`src/rtl/arith_unit_pipe.sv`:
```
`default_nettype none
// ============================================================================
// Module      : arith_unit_pipe
// Description : Two-stage valid/ready adder D = A + Y + cin with Y in
//               {B, ~B, 0, all-ones}, status flags and an accumulator that
//               can feed operand A and capture results. Define ARITH_SAT_EN
//               to clamp signed overflow to the nearest signed extreme.
// Revision    : 1.0 - initial release
// ============================================================================
module arith_unit_pipe #(
  parameter int WIDTH = 4
) (
  input  logic             clk,
  input  logic             rst,
  input  logic             in_valid,
  output logic             in_ready,
  input  logic [WIDTH-1:0] in_a,
  input  logic [WIDTH-1:0] in_b,
  input  logic [1:0]       in_s,
  input  logic             in_cin,
  input  logic             in_use_acc,
  input  logic             in_acc_wr,
  output logic             out_valid,
  input  logic             out_ready,
  output logic [WIDTH-1:0] out_d,
  output logic             out_cout,
  output logic             out_zero,
  output logic             out_neg,
  output logic             out_ovf,
  output logic [WIDTH-1:0] acc_q
);

  localparam int c_msb = WIDTH - 1;

  // Stage 1: captured operands
  logic             r_s1_valid;
  logic [WIDTH-1:0] r_s1_a;
  logic [WIDTH-1:0] r_s1_y;
  logic             r_s1_cin;
  logic             r_s1_acc_wr;

  // Stage 2: registered result and flags
  logic             r_s2_valid;
  logic [WIDTH-1:0] r_s2_d;
  logic             r_s2_cout;
  logic             r_s2_zero;
  logic             r_s2_neg;
  logic             r_s2_ovf;
  logic             r_s2_acc_wr;

  logic [WIDTH-1:0] r_acc;

  logic             w_in_fire;
  logic             w_out_fire;
  logic             w_s2_load;
  logic             w_interlock;
  logic [WIDTH-1:0] w_a;
  logic [WIDTH-1:0] w_y;
  logic [WIDTH:0]   w_sum;
  logic             w_c_into_msb;
  logic             w_ovf;
  logic [WIDTH-1:0] w_d;

  // An acc-sourced operand must wait until every pending accumulator write
  // has left the pipeline, otherwise it would read a stale value.
  assign w_interlock = in_use_acc &&
                       ((r_s1_valid && r_s1_acc_wr) || (r_s2_valid && r_s2_acc_wr));

  assign w_out_fire = r_s2_valid && out_ready;
  assign w_s2_load  = r_s1_valid && (!r_s2_valid || out_ready);
  assign in_ready   = (!r_s1_valid || w_s2_load) && !w_interlock;
  assign w_in_fire  = in_valid && in_ready;

  assign w_a = in_use_acc ? r_acc : in_a;

  always_comb begin
    w_y = in_b;
    case (in_s)
      2'b00:   w_y = in_b;
      2'b01:   w_y = ~in_b;
      2'b10:   w_y = '0;
      default: w_y = '1;
    endcase
  end

  assign w_sum = {1'b0, r_s1_a} + {1'b0, r_s1_y} + {{WIDTH{1'b0}}, r_s1_cin};

  // Carry into the MSB is recovered from the MSB sum bit and its operands.
  assign w_c_into_msb = r_s1_a[c_msb] ^ r_s1_y[c_msb] ^ w_sum[c_msb];
  assign w_ovf        = w_c_into_msb ^ w_sum[WIDTH];

`ifdef ARITH_SAT_EN
  always_comb begin
    w_d = w_sum[WIDTH-1:0];
    if (w_ovf) begin
      w_d = r_s1_a[c_msb] ? {1'b1, {(WIDTH-1){1'b0}}} : {1'b0, {(WIDTH-1){1'b1}}};
    end
  end
`else
  assign w_d = w_sum[WIDTH-1:0];
`endif

  always_ff @(posedge clk or posedge rst) begin
    if (rst) begin
      r_s1_valid  <= 1'b0;
      r_s1_a      <= '0;
      r_s1_y      <= '0;
      r_s1_cin    <= 1'b0;
      r_s1_acc_wr <= 1'b0;
    end else begin
      if (w_in_fire) begin
        r_s1_valid  <= 1'b1;
        r_s1_a      <= w_a;
        r_s1_y      <= w_y;
        r_s1_cin    <= in_cin;
        r_s1_acc_wr <= in_acc_wr;
      end else if (w_s2_load) begin
        r_s1_valid  <= 1'b0;
      end
    end
  end

  always_ff @(posedge clk or posedge rst) begin
    if (rst) begin
      r_s2_valid  <= 1'b0;
      r_s2_d      <= '0;
      r_s2_cout   <= 1'b0;
      r_s2_zero   <= 1'b0;
      r_s2_neg    <= 1'b0;
      r_s2_ovf    <= 1'b0;
      r_s2_acc_wr <= 1'b0;
    end else begin
      if (w_s2_load) begin
        r_s2_valid  <= 1'b1;
        r_s2_d      <= w_d;
        r_s2_cout   <= w_sum[WIDTH];
        r_s2_zero   <= (w_d == '0);
        r_s2_neg    <= w_d[c_msb];
        r_s2_ovf    <= w_ovf;
        r_s2_acc_wr <= r_s1_acc_wr;
      end else if (w_out_fire) begin
        r_s2_valid  <= 1'b0;
      end
    end
  end

  always_ff @(posedge clk or posedge rst) begin
    if (rst) begin
      r_acc <= '0;
    end else if (w_out_fire && r_s2_acc_wr) begin
      r_acc <= r_s2_d;
    end
  end

  assign out_valid = r_s2_valid;
  assign out_d     = r_s2_d;
  assign out_cout  = r_s2_cout;
  assign out_zero  = r_s2_zero;
  assign out_neg   = r_s2_neg;
  assign out_ovf   = r_s2_ovf;
  assign acc_q     = r_acc;

endmodule
`default_nettype wire

```
`config.mk`:
```
export PLATFORM = sky130hd
export DESIGN_NAME = arith_unit_pipe
export DESIGN_NICKNAME = d
export VERILOG_FILES = /design/src/rtl/arith_unit_pipe.sv
export SDC_FILE = /design/constraint.sdc
export NUM_CORES = 1
export LEC_CHECK = 0
export BUFFER_PORTS_ARGS = -buffer_cell sky130_fd_sc_hd__clkbuf_2
export CAP_MARGIN = 5
export CORE_ASPECT_RATIO = 2
export CORE_MARGIN = 1
export CORE_UTILIZATION = 42
export DETAILED_ROUTE_END_ITERATION = 10
export GPL_TIMING_DRIVEN = 1
export PLACE_DENSITY = 0.66
export SYNTH_ARGS = -nofsm -noshare
export SYNTH_HDL_FRONTEND = slang
export SYNTH_SLANG_ARGS = --single-unit
```
`constraint.sdc`:
```
create_clock -name clk -period 3.65 [get_ports clk]
set_input_delay 0 -clock clk [delete_from_list [all_inputs] [get_ports clk]]
set_output_delay 0 -clock clk [all_outputs]
set_load 0.05 [all_outputs]
```
==> results.cfg, run 1 <==
[global_route]
grt_pass1_vias = 843
grt_pass1_wl_um = 3540
antenna_found_initial = 0
grt_max_degree = 25
grt_overflow = 0
grt.total_usage = 0.159

[worst_setup_path]
r2r_slack_ns = 1.79
cp-start-kind = register
cp-startpoint = r_s1_y[0]$_DFFE_PP0P_
reg2reg_depth = 8
end_kind = register
reg2reg_to = out_ovf$_DFFE_PP0P_
worstReg2RegStart = r_s1_y[0]$_DFFE_PP0P_
crit_slowest_cell = fa_1
worst-path-max-fanout = 2
path_cells = inv_1 -> fa_1 -> inv_1 -> fa_1 -> a21o_1 -> a21oi_1 -> xor2_1 -> o21ai_0
worstPathRequired_ns = 3.78
critPathKind = register to register
arrival_ns = 1.99
slowest_delay_ns = 0.39

[clocking]
postCtsResizedCells = 0
cts_max_level = 1
clk_pin_slew_ns = 0.08
cts_num_sinks = 24
clockRootBuffer = clkbuf_8
cts_tree = done
post_cts_buffers = 0
clk_path_buf_depth = 2
numCtsBuffers = 3
ctsHoldBuffers = 3
clk_latency_ns = 0.25

[pwr]
p_leak_uw = 0.000740
seq_power_share = 0.329
power.internal_uw = 784
p_clk_frac = 0.102
switchingPower_uw = 675
powerDensity_mw_per_mm2 = 1010
combPwrFrac = 0.570
p_sw_frac = 0.463
ir_worst_vdd_mv = 0.469

[floorplanning]
io_pins = 31
num_rows = 27
die_w_um = 40.2
start_util = 0.443
core_mm2 = 0.00277
fp.dieArea_mm2 = 0.00316
fp.dieH_um = 78.5

[sta]
worst_slack_ns = 1.79
hold_violations = 0
timing.hold.ws_ns = 0.0585
fmax_mhz = 536
finalCritPeriodShare = 0.511
setup_tns_ns = 0
finClkSkew_ns = 0.00318
slew_viol_final = 0
relSlewSlack = 0.405
finalSetupViolCount = 0
rsz0062_at_grt = false
fin_crit_ns = 1.86
tightestPinTransition_ns = 0.892

[logic_synthesis]
yosysTopAreaCell = dfrtp_1
ys_warn_count = 0
synth-main-ff-cell = dfrtp_1
ys_top_cells_by_count = dfrtp_1, mux2_2, nand2_1
yosysTopAreaCellShare = 0.489
synth_cell_types = 25
postSynthAreaPerCell_um2 = 12.4
synth_area_leaders = dfrtp_1, mux2_2, mux2_4
synth_nets = 121
synth.most_common_cell = dfrtp_1
async_flop_share = 1.00
seq_area_frac_synth = 0.489
synth_edf_count = 0
mappedNetlistArea_mm2 = 0.00123
syn_inst = 99
ys_ff_latch = 24

[layout]
syn_to_final_growth_pct = 17.9
nets = 154
drive_gt1_frac = 0.400
utilization = 0.523
diodes = 0

[placement]
pre_cts_slack_ns = 1.79
gp_congestion = 0.774
io_buffers = 30
hpwl_um = 1700

[hold_path]
whs_path_depth = 3
hold_path_startpoint = in_a[0]
min_path_type = primary input to register
hold_end = r_s1_a[0]$_DFFE_PP0P_

[drt]
drt_first_pass_iters = 4
via_per_inst = 5.10
drc_errors = 0
first_iter_violations = 14
vias = 811
drt_wl_total_um = 2140
route.antenna.remaining_nets = 0
wl_per_cell_um = 13.4

[status]
status = finished clean

[job]
maxCapViolations = 0
==> power by group through the flow <==
stage | Sequential [uW] | Combinational, uW | Clock, uW
after floorplan | 675 | 479 | 0
after global placement | 481 | 821 | 0
after detailed placement | 487 | 838 | 0
after CTS | 482 | 844 | 155
after global routing | 500 | 907 | 164
final | 480 | 831 | 148
==> how the worst max path moves through the flow <==
stage / end / slack, ns / depth (start not counted)
detailed placement: out_ovf$_DFFE_PP0P_ / 1.79 / 8
global route: out_zero$_DFFE_PP0P_ / 1.64 / 6
floorplan: out_ovf$_DFFE_PP0P_ / 1.91 / 8
finish: out_ovf$_DFFE_PP0P_ / 1.79 / 8
CTS: out_ovf$_DFFE_PP0P_ / 1.77 / 8
global placement: out_ovf$_DFFE_PP0P_ / 1.83 / 8
==> cell type report <==
class	instances	area (um^2)
fill	254	1320
sequential	24	601
multi-input combinational	63	563
timing repair buffer	33	180
clock buffer	3	41.3
tap	29	36.3
inverter	7	26.3
==> cell families (layout without fill, tap and decap cells) <==
logic type,after synthesis,in the layout,share of synthesized area
flip-flops,24,24,0.489
multiplexers,21,21,0.211
AND/OR/NAND/NOR,18,18,0.0785
AO/OA/AOI/OAI,12,12,0.0561
buffers and inverters,12,43,0.0520
XOR/XNOR,7,7,0.0500
adder cells (fa/ha/maj),5,5,0.0632
==> through the flow <==
stage,cells,instance area (um^2),total power (uW)
after global placement,153,1380,1300
after CTS,159,1450,1480
final,159,1450,1460
after global routing,159,1450,1570
after detailed placement,153,1380,1330
after floorplan,99,1230,1150
==> registers in the layout, indices dropped and copies added (netlist names) <==
signal,cells
acc_q,4
out_d,4
r_s1_a,4
r_s1_y,4
out_cout,1
out_ovf,1
out_valid,1
out_zero,1
r_s1_acc_wr,1
r_s1_cin,1
r_s1_valid,1
r_s2_acc_wr,1
==> metal layers <==
layer | share of wire | vias to the layer above | global-route usage
met3 | 0.032 | 2 | 0.0169
met2 | 0.59 | 21 | 0.316
li1 | - | 392 | -
met1 | 0.37 | 396 | 0.146
met5 | 0 | - | 0
met4 | 0.0089 | 0 | 0.0500
==> critical path: cells and delay by family, from the launching register on <==
| family | cells | cell delay, ns |
|---|---|---|
| fa+ha+maj | 2 | 0.59 |
| compound gates | 3 | 0.48 |
| flops | 1 | 0.37 |
| buf+inv | 2 | 0.15 |
| xor+xnor | 1 | 0.15 |
==> layout by cell type (no fill, tap or decap), types with 4 or more instances in the layout <==
| master | n |
|---|---|
| inv_1 | 7 |
| mux2_4 | 7 |
| nand2_1 | 9 |
| o21ai_0 | 5 |
| xnor2_1 | 5 |
| dfrtp_1 | 24 |
| clkbuf_2 | 30 |
| nand2b_1 | 4 |
| mux2_2 | 11 |
Note: power is estimated with default switching activity, not from simulation.
==> inputs of run 2 (changes only) <==
==> constraint.sdc (replaced) <==
create_clock -name clk -period 1.75 [get_ports clk]
set_input_delay 0 -clock clk [delete_from_list [all_inputs] [get_ports clk]]
set_output_delay 0 -clock clk [all_outputs]
set_load 0.05 [all_outputs]
==> run 2 against run 1 <==
Net effect: first-iteration DRC count increased by 50%; critical path depth decreased by 2; via count increased by 3.5%; register-to-register slack got worse by 1.8 ns; combinational power increased by 130%; maximum frequency increased by 5.7%; largest cell class unchanged; die area unchanged; final cell count increased by 4.4%; sequential cell count unchanged; total power increased by 120%; the flow now finishes with violations (negative setup slack); routed wire length increased by 0.61%; sequential share of layout area decreased by 2.2 points.
==> results.cfg, run 2 (same netlist as run 1, synthesis figures left out) <==
[placement]
pre_cts_slack_ns = -0.106
hpwl_um = 1720
place_inst = 157
io_buffers = 30
gp_congestion = 0.768
placed_cell_area_mm2 = 0.00142

[layout]
fin_area_mm2 = 0.00153
utilization = 0.551
final_common_cell = clkbuf_2
syn_to_final_growth_pct = 24.5
diodes = 0
fill_cells = 239
final_cell_mix = clkbuf_2, dfrtp_1, mux2_2
drive_gt1_frac = 0.482
nets = 160
instances_no_fill = 166

[pwr]
ir_worst_vdd_mv = 0.852
powerDensity_mw_per_mm2 = 2150
p_leak_uw = 0.000776

[floorplanning]
io_pins = 31
fp.dieH_um = 78.5
start_util = 0.443
core_mm2 = 0.00277
fp.dieArea_mm2 = 0.00316
num_rows = 27
die_w_um = 40.2

[sta]
rsz0062_at_grt = true
fmax_mhz = 567
slew_viol_final = 0
finalSetupViolCount = 2
finClkSkew_ns = 0.00141
relSlewSlack = 0.724
hold_violations = 0
tightestPinTransition_ns = 0.413
finalCritPeriodShare = 1.01
fin_crit_ns = 1.76
worst_slack_ns = -0.0134

[global_route]
grt.total_usage = 0.162
grt_max_degree = 25
antenna_found_initial = 0
grt_pass1_vias = 835
grt_pass1_wl_um = 3510
grt_overflow = 0

[drt]
first_iter_violations = 21
via_per_inst = 5.05
drt_first_pass_iters = 2
wl_met2_um = 1260
wl_per_cell_um = 12.9
drt_wl_total_um = 2150
route.antenna.remaining_nets = 0
routed.top_layer = met4
drc_errors = 0
vias = 839
wl_met1_um = 782
met3WireLength_um = 64

[clocking]
numCtsBuffers = 3
clockRootBuffer = clkbuf_8
clk_path_buf_depth = 2
clk_pin_slew_ns = 0.08
clk_latency_ns = 0.26
cts_tree = done
cts_num_sinks = 24
cts_max_level = 1

[worst_setup_path]
reg2reg_to = out_d[1]$_DFFE_PP0P_
crit_path_end = out_d[1]$_DFFE_PP0P_
worstPathRequired_ns = 1.90
crit_slowest_cell = fa_2
reg2reg_depth = 6
slowest_delay_ns = 0.42
cp-startpoint = r_s1_cin$_DFFE_PP0P_
cp-start-kind = register
r2r_slack_ns = -0.01
worstReg2RegStart = r_s1_cin$_DFFE_PP0P_
worst-path-max-fanout = 2
path_cells = inv_2 -> fa_2 -> inv_2 -> fa_2 -> buf_4 -> mux2_2
critPathKind = register to register
arrival_ns = 1.91
end_kind = register

[job]
maxCapViolations = 0

[hold_path]
min_path_type = primary input to register
hold_path_startpoint = in_a[0]

[status]
violations = negative setup slack
status = finished, violations left
run 2: cell count changes in the layout (fill, tap and decap cells not counted):
| cell | change |
|---|---|
| buf_12 | +1 |
| a21oi_2 | +1 |
| inv_1 | -4 |
| fa_1 | -2 |
| a21oi_1 | -1 |
| fa_2 | +2 |
| buf_4 | +5 |
| inv_2 | +4 |
| clkbuf_8 | +1 |
run 2: worst min path at each step:
| stage | endpoint | slack [ns] | cells after the start |
|---|---|---|---|
| floorplan | acc_q[0]$_DFFE_PP0P_ | 0.01 | 1 |
| global placement | acc_q[1]$_DFFE_PP0P_ | 0.04 | 3 |
| detailed placement | acc_q[2]$_DFFE_PP0P_ | 0.04 | 3 |
| CTS | r_s1_a[0]$_DFFE_PP0P_ | 0.06 | 3 |
| global route | r_s1_a[0]$_DFFE_PP0P_ | 0.06 | 3 |
| finish | r_s1_a[0]$_DFFE_PP0P_ | 0.06 | 3 |
run 2: through the flow:
stage / hold slack, ns / TNS [ns] / total power (uW)
after global routing: 0.0631 / -0.314 / 3520
final: 0.0582 / -0.0203 / 3280
after CTS: 0.0633 / -0.0981 / 3300
after detailed placement: 0.0400 / -0.179 / 2830
after global placement: 0.0373 / -0.106 / 2780
after floorplan: 0.0146 / 0 / 2410
run 2: critical path: cells and delay by family, from the launching register on:
family | cells | cell delay, ns
adder cells (fa/ha/maj) | 2 | 0.79
multiplexers | 1 | 0.25
flip-flops | 1 | 0.37
buffers and inverters | 3 | 0.25
run 2: per-layer routing:
metal / vias up / global-route usage
met4: 0 / 0.0800
met5: - / 0
li1: 408 / -
met2: 19 / 0.298
met1: 408 / 0.154
met3: 4 / 0.0254
run 2: final cells by class:
| cell class | instances | area, um^2 | share of cell area |
|---|---|---|---|
| inverter | 7 | 26.3 | 0.0172 |
| tap | 29 | 36.3 | 0.0238 |
| timing repair buffer | 39 | 238 | 0.156 |
| clock buffer | 4 | 55.1 | 0.0360 |
| multi-input combinational | 63 | 572 | 0.374 |
| sequential | 24 | 601 | 0.393 |
run 2: report_power, final:
group	leakage (uW)	switching (uW)	internal, uW
Clock	0.0000288	162	200
Combinational	0.000458	1120	794
Sequential	0.000289	186	820
Total	0.000776	1460	1810
run 2: repair_timing:
action                                  in CTS  in global routing
pin swaps                                    1                  4
buffers inserted                             1                  1
gates resized for setup                      5                  2
endpoints found under the setup margin       3                  4
endpoints found under the hold margin       26                  0
hold buffers                                 3                  0
